**src/rtl/uart_pkg.sv**
```systemverilog
// Shared types for the uart echo/traffic controller.
package uart_pkg;

  typedef enum logic [1:0] {
    MODE_IDLE    = 2'd0,
    MODE_ECHO    = 2'd1,
    MODE_PATTERN = 2'd2,
    MODE_COUNT   = 2'd3
  } mode_t;

  typedef enum logic [1:0] {
    S_IDLE = 2'd0,
    S_SEND = 2'd1,
    S_BUSY = 2'd2,
    S_WAIT = 2'd3
  } state_t;

  // ECHO needs buffered data; PATTERN and COUNT can always transmit.
  function automatic logic src_avail(input mode_t m, input logic has_data);
    logic avail;
    avail = 1'b0;
    case (m)
      MODE_ECHO:    avail = has_data;
      MODE_PATTERN: avail = 1'b1;
      MODE_COUNT:   avail = 1'b1;
      default:      avail = 1'b0;
    endcase
    return avail;
  endfunction

endpackage

```
**src/rtl/uart_fifo.sv**
```systemverilog
// Synchronous FIFO with flush; a push into a full FIFO is accepted when a pop happens on the same edge.
module uart_fifo #(
  parameter int WIDTH = 8,
  parameter int DEPTH = 16
) (
  input  logic                           clk,
  input  logic                           rst,
  input  logic                           push,
  input  logic                           pop,
  input  logic                           flush,
  input  logic [WIDTH-1:0]               wdata,
  output logic [WIDTH-1:0]               rdata,
  output logic                           full,
  output logic                           empty,
  output logic [$clog2(DEPTH+1)-1:0]     count
);

  localparam int AW = $clog2(DEPTH);
  localparam int CW = $clog2(DEPTH+1);

  logic [WIDTH-1:0] mem [DEPTH];
  logic [AW-1:0]    wr_ptr;
  logic [AW-1:0]    rd_ptr;
  logic             do_push;
  logic             do_pop;

  assign full    = (count == CW'(DEPTH));
  assign empty   = (count == '0);
  assign do_pop  = pop && !empty && !flush;
  assign do_push = push && !flush && (!full || do_pop);
  assign rdata   = mem[rd_ptr];

  always_ff @(posedge clk) begin
    if (do_push) begin
      mem[wr_ptr] <= wdata;
    end
  end

  always_ff @(posedge clk or posedge rst) begin
    if (rst) begin
      wr_ptr <= '0;
      rd_ptr <= '0;
      count  <= '0;
    end else if (flush) begin
      wr_ptr <= '0;
      rd_ptr <= '0;
      count  <= '0;
    end else begin
      if (do_push) begin
        wr_ptr <= wr_ptr + AW'(1);
      end
      if (do_pop) begin
        rd_ptr <= rd_ptr + AW'(1);
      end
      case ({do_push, do_pop})
        2'b10:   count <= count + CW'(1);
        2'b01:   count <= count - CW'(1);
        default: count <= count;
      endcase
    end
  end

endmodule

```
**src/rtl/uart_echo_ctrl.sv**
```systemverilog
// Traffic controller beside the uart core: echoes buffered RX words, or sends a fixed
// pattern or an incrementing count, selected at runtime by mode.
module uart_echo_ctrl
  import uart_pkg::*;
#(
  parameter int                   WORD_SIZE  = 8,
  parameter int                   FIFO_DEPTH = 16,
  parameter logic [WORD_SIZE-1:0] PATTERN    = 8'hAB
) (
  input  logic                              clk,
  input  logic                              rst,
  input  logic [1:0]                        mode,
  input  logic                              rx_valid,
  input  logic [WORD_SIZE-1:0]              data_bits_rx,
  input  logic                              tx_ready,
  output logic                              send_valid,
  output logic [WORD_SIZE-1:0]              data_bits_tx,
  output logic [WORD_SIZE-1:0]              led,
  output logic [$clog2(FIFO_DEPTH+1)-1:0]   fifo_count,
  output logic                              overflow,
  input  logic                              clear_ovf
);

  mode_t                mode_sel;
  state_t               state;
  state_t               state_next;
  logic                 load;
  logic                 pop_en;
  logic                 push_req;
  logic                 fifo_full;
  logic                 fifo_empty;
  logic [WORD_SIZE-1:0] fifo_rdata;
  logic [WORD_SIZE-1:0] tx_src;
  logic [WORD_SIZE-1:0] cnt_q;
  logic                 send_is_count;
  logic                 ovf_set;

  assign mode_sel = mode_t'(mode);
  assign push_req = rx_valid && (mode_sel == MODE_ECHO);
  assign ovf_set  = push_req && fifo_full && !pop_en;

  uart_fifo #(
    .WIDTH (WORD_SIZE),
    .DEPTH (FIFO_DEPTH)
  ) u_fifo (
    .clk   (clk),
    .rst   (rst),
    .push  (push_req),
    .pop   (pop_en),
    .flush (mode_sel != MODE_ECHO),
    .wdata (data_bits_rx),
    .rdata (fifo_rdata),
    .full  (fifo_full),
    .empty (fifo_empty),
    .count (fifo_count)
  );

  always_comb begin
    tx_src = '0;
    case (mode_sel)
      MODE_ECHO:    tx_src = fifo_rdata;
      MODE_PATTERN: tx_src = PATTERN;
      MODE_COUNT:   tx_src = cnt_q;
      default:      tx_src = '0;
    endcase
  end

  // mode only matters on the IDLE->SEND edge; everything a send needs is latched there.
  always_comb begin
    state_next = state;
    load       = 1'b0;
    pop_en     = 1'b0;
    send_valid = 1'b0;
    case (state)
      S_IDLE: begin
        if (tx_ready && src_avail(mode_sel, !fifo_empty)) begin
          state_next = S_SEND;
          load       = 1'b1;
          pop_en     = (mode_sel == MODE_ECHO);
        end
      end
      S_SEND: begin
        send_valid = 1'b1;
        state_next = S_BUSY;
      end
      S_BUSY: begin
        if (!tx_ready) begin
          state_next = S_WAIT;
        end
      end
      S_WAIT: begin
        if (tx_ready) begin
          state_next = S_IDLE;
        end
      end
      default: state_next = S_IDLE;
    endcase
  end

  always_ff @(posedge clk or posedge rst) begin
    if (rst) begin
      state         <= S_IDLE;
      data_bits_tx  <= '0;
      send_is_count <= 1'b0;
      cnt_q         <= '0;
    end else begin
      state <= state_next;
      if (load) begin
        data_bits_tx  <= tx_src;
        send_is_count <= (mode_sel == MODE_COUNT);
      end
      if (state == S_SEND && send_is_count) begin
        cnt_q <= cnt_q + WORD_SIZE'(1);
      end
    end
  end

  always_ff @(posedge clk or posedge rst) begin
    if (rst) begin
      led      <= '0;
      overflow <= 1'b0;
    end else begin
      if (rx_valid) begin
        led <= data_bits_rx;
      end
      if (ovf_set) begin
        overflow <= 1'b1;
      end else if (clear_ovf) begin
        overflow <= 1'b0;
      end
    end
  end

endmodule

```
**config.mk**
```make
export PLATFORM = sky130hd
export DESIGN_NAME = uart_echo_ctrl
export DESIGN_NICKNAME = d
export VERILOG_FILES = /design/src/rtl/uart_pkg.sv /design/src/rtl/uart_fifo.sv /design/src/rtl/uart_echo_ctrl.sv
export SDC_FILE = /design/constraint.sdc
export NUM_CORES = 1
export LEC_CHECK = 0
export CELL_PAD_IN_SITES_DETAIL_PLACEMENT = 1
export CELL_PAD_IN_SITES_GLOBAL_PLACEMENT = 1
export CORE_ASPECT_RATIO = 1.75
export CORE_MARGIN = 2
export CORE_UTILIZATION = 52
export CTS_CLUSTER_SIZE = 20
export DETAILED_ROUTE_END_ITERATION = 7
export PLACE_DENSITY_LB_ADDON = 0.15
export SLEW_MARGIN = 30
export SYNTH_ARGS = -nofsm -noshare
export SYNTH_HDL_FRONTEND = slang
export SYNTH_SLANG_ARGS = --single-unit
```
**constraint.sdc**
```tcl
create_clock -name clk -period 3.7 [get_ports clk]
set_input_delay 0.555 -clock clk [delete_from_list [all_inputs] [get_ports clk]]
set_output_delay 0.555 -clock clk [all_outputs]
set_load 0.02 [all_outputs]
```
==> results of run 1 <==
kinds of logic after synthesis:
| kind of cell | after synthesis |
|---|---|
| buffers and inverters | 34 |
| AO/OA/AOI/OAI | 72 |
| adder cells (fa/ha/maj) | 15 |
| multiplexers | 74 |
| XOR/XNOR | 14 |
| AND/OR/NAND/NOR | 101 |
| flip-flops | 169 |
worst max path at each step:
stage               cells past startpoint               to  slack [ns]
finish                                 10  u_fifo.count[4]        0.77
global route                           10  u_fifo.count[4]        0.57
CTS                                    10  u_fifo.count[4]        0.74
detailed placement                      9  u_fifo.count[4]        0.44
global placement                        9  u_fifo.count[4]        0.57
floorplan                              10  u_fifo.count[4]        1.07
layer usage:
layer,GRT usage,vias to the layer above,routed length (µm),share of wire
li1,-,1890,-,-
met1,0.284,2182,6570,0.37
met2,0.473,103,10400,0.58
met3,0.0369,24,576,0.032
met4,0.122,0,414,0.023
met5,0,-,0,0
worst max-delay path: stages, from the launching register on:
cell,delay [ns]
dfrtp_1,0.44
nor4_1,0.55
a21boi_0,0.23
nand4_1,0.19
inv_1,0.10
ha_1,0.33
nor2b_1,0.14
o21ai_0,0.13
a211o_1,0.34
a311o_1,0.35
nand2_1,0.06
where the power goes:
part	leakage, nW	switching [mW]	internal (mW)
clock	0.273	0.779	1.01
combinational	0.902	0.275	0.217
sequential	1.68	0.0706	2.13
total	2.86	1.12	3.36
registers in the layout, summed over array words and instances, names as in the netlist:
register,cells
led,8
cnt_q,8
u_fifo.rd_ptr,4
overflow,1
u_fifo.count,5
data_bits_tx,8
u_fifo.wr_ptr,4
u_fifo.mem,128
send_is_count,1
state,2
area by class of cell:
type / count / share of cell area
flip-flops and latches: 169 / 0.586
multi-input cells: 276 / 0.260
clock buffers: 17 / 0.0511
repair buffers: 44 / 0.0508
well taps: 174 / 0.0262
clock inverters: 15 / 0.0198
inverters: 14 / 0.00647
through the flow:
step	cells	hold WS [ns]	total power [mW]	instance area (µm²)
detailed placement	677	0.466	2.74	7730
finish	709	0.479	4.48	8320
global route	709	0.499	4.64	8320
CTS	709	0.483	4.51	8320
global placement	677	0.459	2.71	7730
floorplan	479	0.442	2.51	7170
cell usage in the layout, fill, tap and decap left out, types with 2 or more instances in the layout:
cell type        synthesis  routed
a21oi_1                 12      12
a221oi_1                 3       3
a22oi_1                 16      16
a31oi_1                  6       6
a32o_1                   3       3
and2_1                  21      21
and3_1                   3       3
buf_4                    1       7
bufinv_16                0       2
clkbuf_16                0      17
clkdlybuf4s50_1          0      37
clkinvlp_4               0       5
dfrtp_1                 41      40
edfxtp_1               128     128
ha_1                    14      14
inv_1                   14      13
inv_6                    0       5
mux2_2                  11      11
mux2i_1                 57      57
mux4_2                   6       6
nand2_1                 32      32
nand3_1                  8       8
nand4_1                  5       5
nor2_1                  19      19
nor2b_1                  5       5
nor3b_1                  2       2
o21ai_0                 12      12
o2bb2ai_1                5       5
xnor2_1                  9       9
xor2_1                   5       5
==> run metrics, run 1 <==
Worst EP required 4.06 ns; cts repair resizes 0; R2R Setup Slk 0.77 ns; setup bufs post-CTS 0; Peak Freq 0.341 GHz; Tot GR Track Use 0.256; ant diodes 0; Worst Path Max Fanout 6; max cap viols 0; Layout area overhead 16.0%; cts hold-fix bufs 0; #FFs+latches synth 169; routed len/inst 25.3 µm; setup_tns 0 ns; Die Ht 159 µm; 1st-iter DRT viols 283; Distinct cells, synth 50; hold path cells 1; Hold Crit Start cnt_q[7]; CP arrival 3.29 ns; root buffer cell clkbuf_16; Fill cells 1,261; Worst Setup Slack, final 0.767 ns; Antenna Violating Nets Remaining 0; Vias 4,199; via density per instance 5.92; Clock transition at path regs 0.07 ns; RD Place Congestion 0.831; simple-gate share of the synthesized area 0.0699; worst setup path start u_fifo.count[0]; largest family of logic cells by synthesized area multiplexers; area used by multi-input combinational logic 2160 µm²; Final setup viols 0; router iterations before antenna repair 4; Hold Path Class reg2reg; status completed; gr ovfl total 0; Final Hold Fails 0; final WL 17.9 mm; Final period util 0.793; largest net degree at the start of global routing 42; worst r2r src u_fifo.count[0]; hpwl dp 11.9 mm; Crit Path Class reg2reg; startpoint type of the worst setup path flop; hold-critical path endpoint cnt_q[7]; Initial Util 0.533; Synth area leaders edfxtp_1 (54%), dfrtp_1 (14%), mux2i_1 (8.0%); die area 14,800 µm²; Clock Sinks 169; Synth Instances 479; max_slew headroom 0.388; Synth area leader edfxtp_1; storage element area 4870 µm²; Num CTS Buffers 17; worst skew pair latency 0.42 ns; post-synthesis mux area share 0.116; # DRC 0; first-pass GRT wire length 27.6 mm; CORE AREA 13,500 µm²; Ports 38; Most used DFF post-synth edfxtp_1; clk buf depth 2; IO Port Bufs 37; Post-synth EDFFs 128; Post-synth ARST share 0.243; syn avg cell area 15.0 µm²; syn_nets 509; Yosys warnings 0; CTS tree yes; XOR/XNOR Fraction of Synth Area 0.0171; Seq/Total Area, Yosys 0.679; min Tclk post-route 2.93 ns; Pwr Density 539 nW/µm²; Setup crit end kind flop; Synth Area in Compound Gates 0.0715; Syn Std Cell Area 7170 µm²; Tightest Pin Transition 0.915 ns; fin. max-slew vios 0; Adder-Cell Fraction of Synth Area 0.0272; Post-synth top cells edfxtp_1 (128), mux2i_1 (57), dfrtp_1 (41); clock skew 0.0103 ns; Worst VDD drop 0.000355 V; top-count cell post-synth edfxtp_1; vias in the first global route 4,659; Die X 92.8 µm; Synth top area share 0.536; leakage 2.86 nW; row count 56; initial antenna violation count 0; reg2reg end u_fifo.count[4]; post-layout utilization of the core 0.618; FF-to-FF path depth 10; share of layout cells above drive strength 1 0.120; RSZ-0062 raised after global routing false; Layout Nets 552; H-tree Lvls 4; Placement Setup Slack 0.443 ns
(Power assumes the default switching activity.)
==> run 2: changes to the inputs <==
CORE_UTILIZATION = 50   (was 52)
clock period = 2.85 ns   (was 3.7 ns; I/O delays follow)
==> run 2 against run 1 <==
Against the previous run:
- clock power increased by 27%
- cell area grew 2.3%
- first-iteration DRC count is 23% lower
- critical path type unchanged
- sequential power increased by 30%
- worst setup slack lost 0.56 ns
- highest routed layer unchanged
- core utilization decreased by 0.93 points
==> run metrics, run 2 (synthesized netlist as in run 1, its figures left out) <==
status completed; hpwl dp 12.1 mm (+2.0%); crit-path max cell delay 0.45 ns (-0.10 ns); Worst EP required 3.21 ns (-0.85 ns); Placement Setup Slack -0.0325 ns (-0.476 ns); max cap viols 0 (unchanged); Final Hold Fails 0 (unchanged); Tot GR Track Use 0.250 (-0.00612); Placed Area 7930 µm² (+2.6%); min Tclk post-route 2.65 ns (-0.287 ns); Final Power 5.80 mW (+29%); leading cell type in the layout, fill and taps excluded edfxtp_1; worst skew pair latency 0.42 ns (about the same); H-tree Lvls 4 (unchanged); RSZ-0062 raised after global routing false; critical path's slowest cell dfrtp_1; leakage 3.00 nW (+4.8%); clock skew 0.0106 ns (+0.000287 ns); via density per instance 5.91 (-0.18%); largest net degree at the start of global routing 29 (-31%); area used by multi-input combinational logic 2170 µm² (+0.29%); router iterations before antenna repair 4 (unchanged); Vias 4,357 (+3.8%); Num CTS Buffers 17 (unchanged); Peak Freq 0.378 GHz (+11%); CTS tree yes; Die X 94.6 µm (+1.9%); Final period util 0.929 (+0.136); Layout area overhead 18.7%; share of layout cells above drive strength 1 0.161 (+0.0411); vias in the first global route 4,834 (+3.8%); row count 57 (+1.8%); IO Port Bufs 37 (unchanged); Setup crit end kind flop; die area 15,400 µm² (+3.9%); Tightest Pin Transition 0.896 ns (-0.0186 ns); Reg with most FFs u_fifo.mem; # DRC 0 (unchanged); Pwr Density 681 nW/µm² (+26%); final WL 17.9 mm (about the same); most frequent cells in the layout edfxtp_1 (128), mux2i_1 (57), dfrtp_1 (40); worst path cell trace nor4_2, buf_4, a21boi_0, nand4_1, inv_1, ha_1, nor2b_1, o21ai_0, a211o_1, a311o_1, nand2_1; Antenna Violating Nets Remaining 0 (unchanged); CORE AREA 14,000 µm² (+3.9%); Worst VDD drop 0.000420 V (+18%); CP delay by family, top compound AO/OA/AOI/OAI gates; routed len/inst 24.3 µm (-3.8%); Fill cells 1,357 (+7.6%); Buffers & Inverters on Critical Path 2 (+1); CP arrival 3.01 ns (-0.28 ns); Clock Sinks 169 (unchanged); initial antenna violation count 0 (unchanged); ant diodes 0 (unchanged); max_slew headroom 0.403 (+0.0146); first-pass GRT wire length 27.8 mm (+0.83%); storage element area 4870 µm² (about the same); gr ovfl total 0 (unchanged); max reg flops 128 (unchanged); clk buf depth 2 (unchanged); post-layout utilization of the core 0.609 (-0.00929); Die Ht 162 µm (+1.9%); Layout Nets 577 (+4.5%); root buffer cell clkbuf_16; Design Area, Final 8520 µm² (+2.3%); Ports 38 (unchanged); Final setup viols 0 (unchanged); Worst Setup Slack, final 0.203 ns (-0.563 ns); Hold Path Class in2async; Worst Path Max Fanout 6 (unchanged); RD Place Congestion 0.807 (-2.9%); 1st-iter DRT viols 219 (-23%); Fin Hold WS 0.399 ns (-0.0804 ns); startpoint type of the worst setup path flop; Clock transition at path regs 0.07 ns (about the same); fin. max-slew vios 0 (unchanged); Initial Util 0.513 (-0.0200); Crit Path Class reg2reg
[run 2: changes by cell type in the layout (fill, tap and decap cells not counted), sizes merged]
cell	before	now
buf	7	32
inv	19	23
clkinvlp	5	3
clkinv	3	1
clkbuf	17	18
bufinv	2	1
[run 2: repair_timing]
action,CTS,global route
hold buffers,0,0
endpoints found under the setup margin,0,1
buffers inserted,0,0
resized for setup,0,1
[run 2: through the flow]
stage / TNS (ns) / cells
after global placement: 0 / 705
after floorplan: 0 / 479
after detailed placement: -0.0325 / 705
final: 0 / 737
after CTS: 0 / 737
after global routing: 0 / 737
[run 2: final cells by class]
type                       count  share of cell area
multi-input combinational    276               0.255
tap                          177              0.0260
inverter                      14             0.00617
timing repair buffer          69              0.0732
clock buffer                  18              0.0504
clock inverter                14              0.0176
sequential                   169               0.572
[run 2: routing by layer]
metal / wire [µm] / global-route usage / share of wire
met5: 0 / 0 / 0
met2: 10100 / 0.461 / 0.56
met4: 590 / 0.111 / 0.033
met1: 6480 / 0.271 / 0.36
met3: 765 / 0.0518 / 0.043
[run 2: final timing paths]
kind | endpoint | depth (start not counted) | slack, ns | start
min | data_bits_tx[3] | 2 | 0.40 | rst
max | u_fifo.count[4] | 11 | 0.20 | u_fifo.count[1]
max in group asynchronous | u_fifo.wr_ptr[3] | 3 | 1.77 | rst
max reg2reg | u_fifo.count[4] | 11 | 0.20 | u_fifo.count[1]
min reg2reg | send_is_count | 2 | 0.48 | send_is_count
min in group clk | send_is_count | 2 | 0.48 | send_is_count
[run 2: power by group]
part	internal [mW]	switching (mW)	leakage [nW]
Clock	1.24	1.03	0.276
Sequential	2.77	0.0920	1.68
Combinational	0.300	0.368	1.04
Total	4.31	1.49	3.00
==> run 3: changes to the inputs <==
==> constraint.sdc (replaced) <==
create_clock -name clk -period 2.85 [get_ports clk]
set_input_delay 0.285 -clock clk [delete_from_list [all_inputs] [get_ports clk]]
set_output_delay 0.285 -clock clk [all_outputs]
set_load 0.02 [all_outputs]
==> run 3 against run 2 <==
Against the previous run:
- fmax decreased by 2.7%
- sequential share of layout area grew 0.13 points
- clock-buffer cell count is 1 higher
- clock skew is 0.0076 ns higher
- core utilization decreased by 0.13 points
- die area unchanged
- worst hold slack lost 0.11 ns
- sequential cell count stayed put
- worst setup slack lost 0.074 ns
- non-clock buffer count decreased by 7
- critical endpoint unchanged
- highest routed layer unchanged
==> run metrics, run 3 (synthesized netlist as in run 1, its figures left out) <==
share of layout cells above drive strength 1 0.152 (-0.00882); Final Power 5.78 mW (-0.22%); Worst Path Max Fanout 6 (unchanged); Setup crit end kind flop; startpoint type of the worst setup path flop; worst path cell trace nor4_4, buf_4, a21boi_0, nand4_1, inv_1, ha_4, nor2b_1, o21ai_0, a211o_1, a311o_1, nand2_1; Clock transition at path regs 0.07 ns (about the same); first-pass GRT wire length 27.4 mm (-1.3%); fin. max-slew vios 0 (unchanged); max reg flops 128 (unchanged); worst setup path start u_fifo.count[1]; Tot GR Track Use 0.248 (-0.00260); max cap viols 0 (unchanged); Ports 38 (unchanged); worst r2r src u_fifo.count[1]; leading cell type in the layout, fill and taps excluded edfxtp_1; H-tree Lvls 4 (unchanged); Final setup viols 0 (unchanged); Final period util 0.954 (+0.0258); R2R Setup Slk 0.13 ns (-0.07 ns); IO Port Bufs 37 (unchanged); setup bufs post-CTS 0 (unchanged); root buffer cell clkbuf_16; CTS tree yes; most frequent cells in the layout edfxtp_1 (128), mux2i_1 (57), dfrtp_1 (39); routed len/inst 24.3 µm (about the same); die area 15,400 µm² (unchanged); Die Ht 162 µm (unchanged); Tightest Pin Transition 0.796 ns (-0.100 ns); Reg with most FFs u_fifo.mem; min Tclk post-route 2.72 ns (+0.0736 ns); Hold Path Class in2async; Layout area overhead 18.5%; CP Capture Point u_fifo.count[4]; critical path's slowest cell dfrtp_2; # DRC 0 (unchanged); vias in the first global route 4,725 (-2.3%); clk buf depth 2 (unchanged); Fin Hold WS 0.284 ns (-0.115 ns); crit-path max cell delay 0.46 ns (about the same); Final Hold Fails 0 (unchanged); Initial Util 0.513 (unchanged); Worst VDD drop 0.000493 V (+17%); worst skew pair latency 0.42 ns (about the same); status completed; Num CTS Buffers 17 (unchanged); ant diodes 0 (unchanged); gr ovfl total 0 (unchanged); largest net degree at the start of global routing 42 (+45%); FF-to-FF path depth 11 (unchanged); Pwr Density 681 nW/µm² (about the same); Die X 94.6 µm (unchanged); Placement Setup Slack -0.0207 ns (+0.0118 ns); Worst EP required 3.21 ns (about the same); initial antenna violation count 0 (unchanged); Clock Sinks 169 (unchanged); Crit Path Class reg2reg; Peak Freq 0.368 GHz (-2.7%); setup_tns 0 ns (unchanged); max_slew headroom 0.470 (+0.0669); clock skew 0.0182 ns (+0.00765 ns); final WL 17.8 mm (-0.90%); Antenna Violating Nets Remaining 0 (unchanged); CP arrival 3.08 ns (+0.07 ns); row count 57 (unchanged); 1st-iter DRT viols 194 (-11%); reg2reg end u_fifo.count[4]; hpwl dp 12.2 mm (+0.96%); CORE AREA 14,000 µm² (unchanged); RD Place Congestion 0.812 (+0.68%); router iterations before antenna repair 4 (unchanged); via density per instance 5.80 (-2.0%); Layout Nets 570 (-1.2%); Worst Setup Slack, final 0.130 ns (-0.0736 ns); leakage 2.97 nW (-1.0%); Vias 4,231 (-2.9%)
## run 3: cell count changes in the layout (fill, tap and decap cells not counted), sizes merged
| cell | change |
|---|---|
| buf | -7 |
| clkinv | +4 |
| clkinvlp | -1 |
| inv | -4 |
| clkbuf | +1 |
## run 3: how the worst min path moves through the flow
stage                                   to  slack, ns  depth (start not counted)
after detailed placement     send_is_count       0.47                          2
after CTS                  data_bits_tx[1]       0.43                          2
final                      data_bits_tx[1]       0.28                          2
after global routing       data_bits_tx[1]       0.36                          2
after floorplan           u_fifo.mem[0][0]       0.38                          0
after global placement            cnt_q[7]       0.47                          1
## run 3: what timing repair did
item                       4_1_cts  5_1_grt
gates resized for setup          1        3
setup endpoints to repair        1        1
pin swaps                        0        1
hold buffers                     0        0
## run 3: stage by stage
stage | util | cells | cell area (µm²)
final | 0.608 | 730 | 8500
after global routing | 0.608 | 730 | 8500
after CTS | 0.606 | 730 | 8470
after detailed placement | 0.564 | 698 | 7890
after global placement | 0.564 | 698 | 7890
after floorplan | - | 479 | 7170
## run 3: per-layer routing
metal | vias to the layer above | track usage | wire length [µm]
li1 | 1930 | - | -
met1 | 2188 | 0.271 | 6490
met2 | 95 | 0.459 | 10400
met3 | 18 | 0.0467 | 608
met4 | 0 | 0.104 | 294
met5 | - | 0 | 0
## run 3: area by class of cell
class	instances	area (µm²)
multi-input cells	276	2190
fillers	1319	5480
clock inverters	13	135
repair buffers	62	583
clock buffers	19	443
flip-flops and latches	169	4870
well taps	177	221
inverters	14	53.8
## run 3: critical path, delay by kind of cell (launching register included)
family / cells / cell delay [ns]
DFF: 1 / 0.46
adders and majority gates: 1 / 0.31
and+or+nand+nor: 4 / 0.66
AOI/OAI and AO/OA: 4 / 0.91
buffers and inverters: 2 / 0.32
## run 3: power breakdown
group	switching (mW)	internal, mW
combinational	0.363	0.295
sequential	0.0895	2.77
clock	1.02	1.26
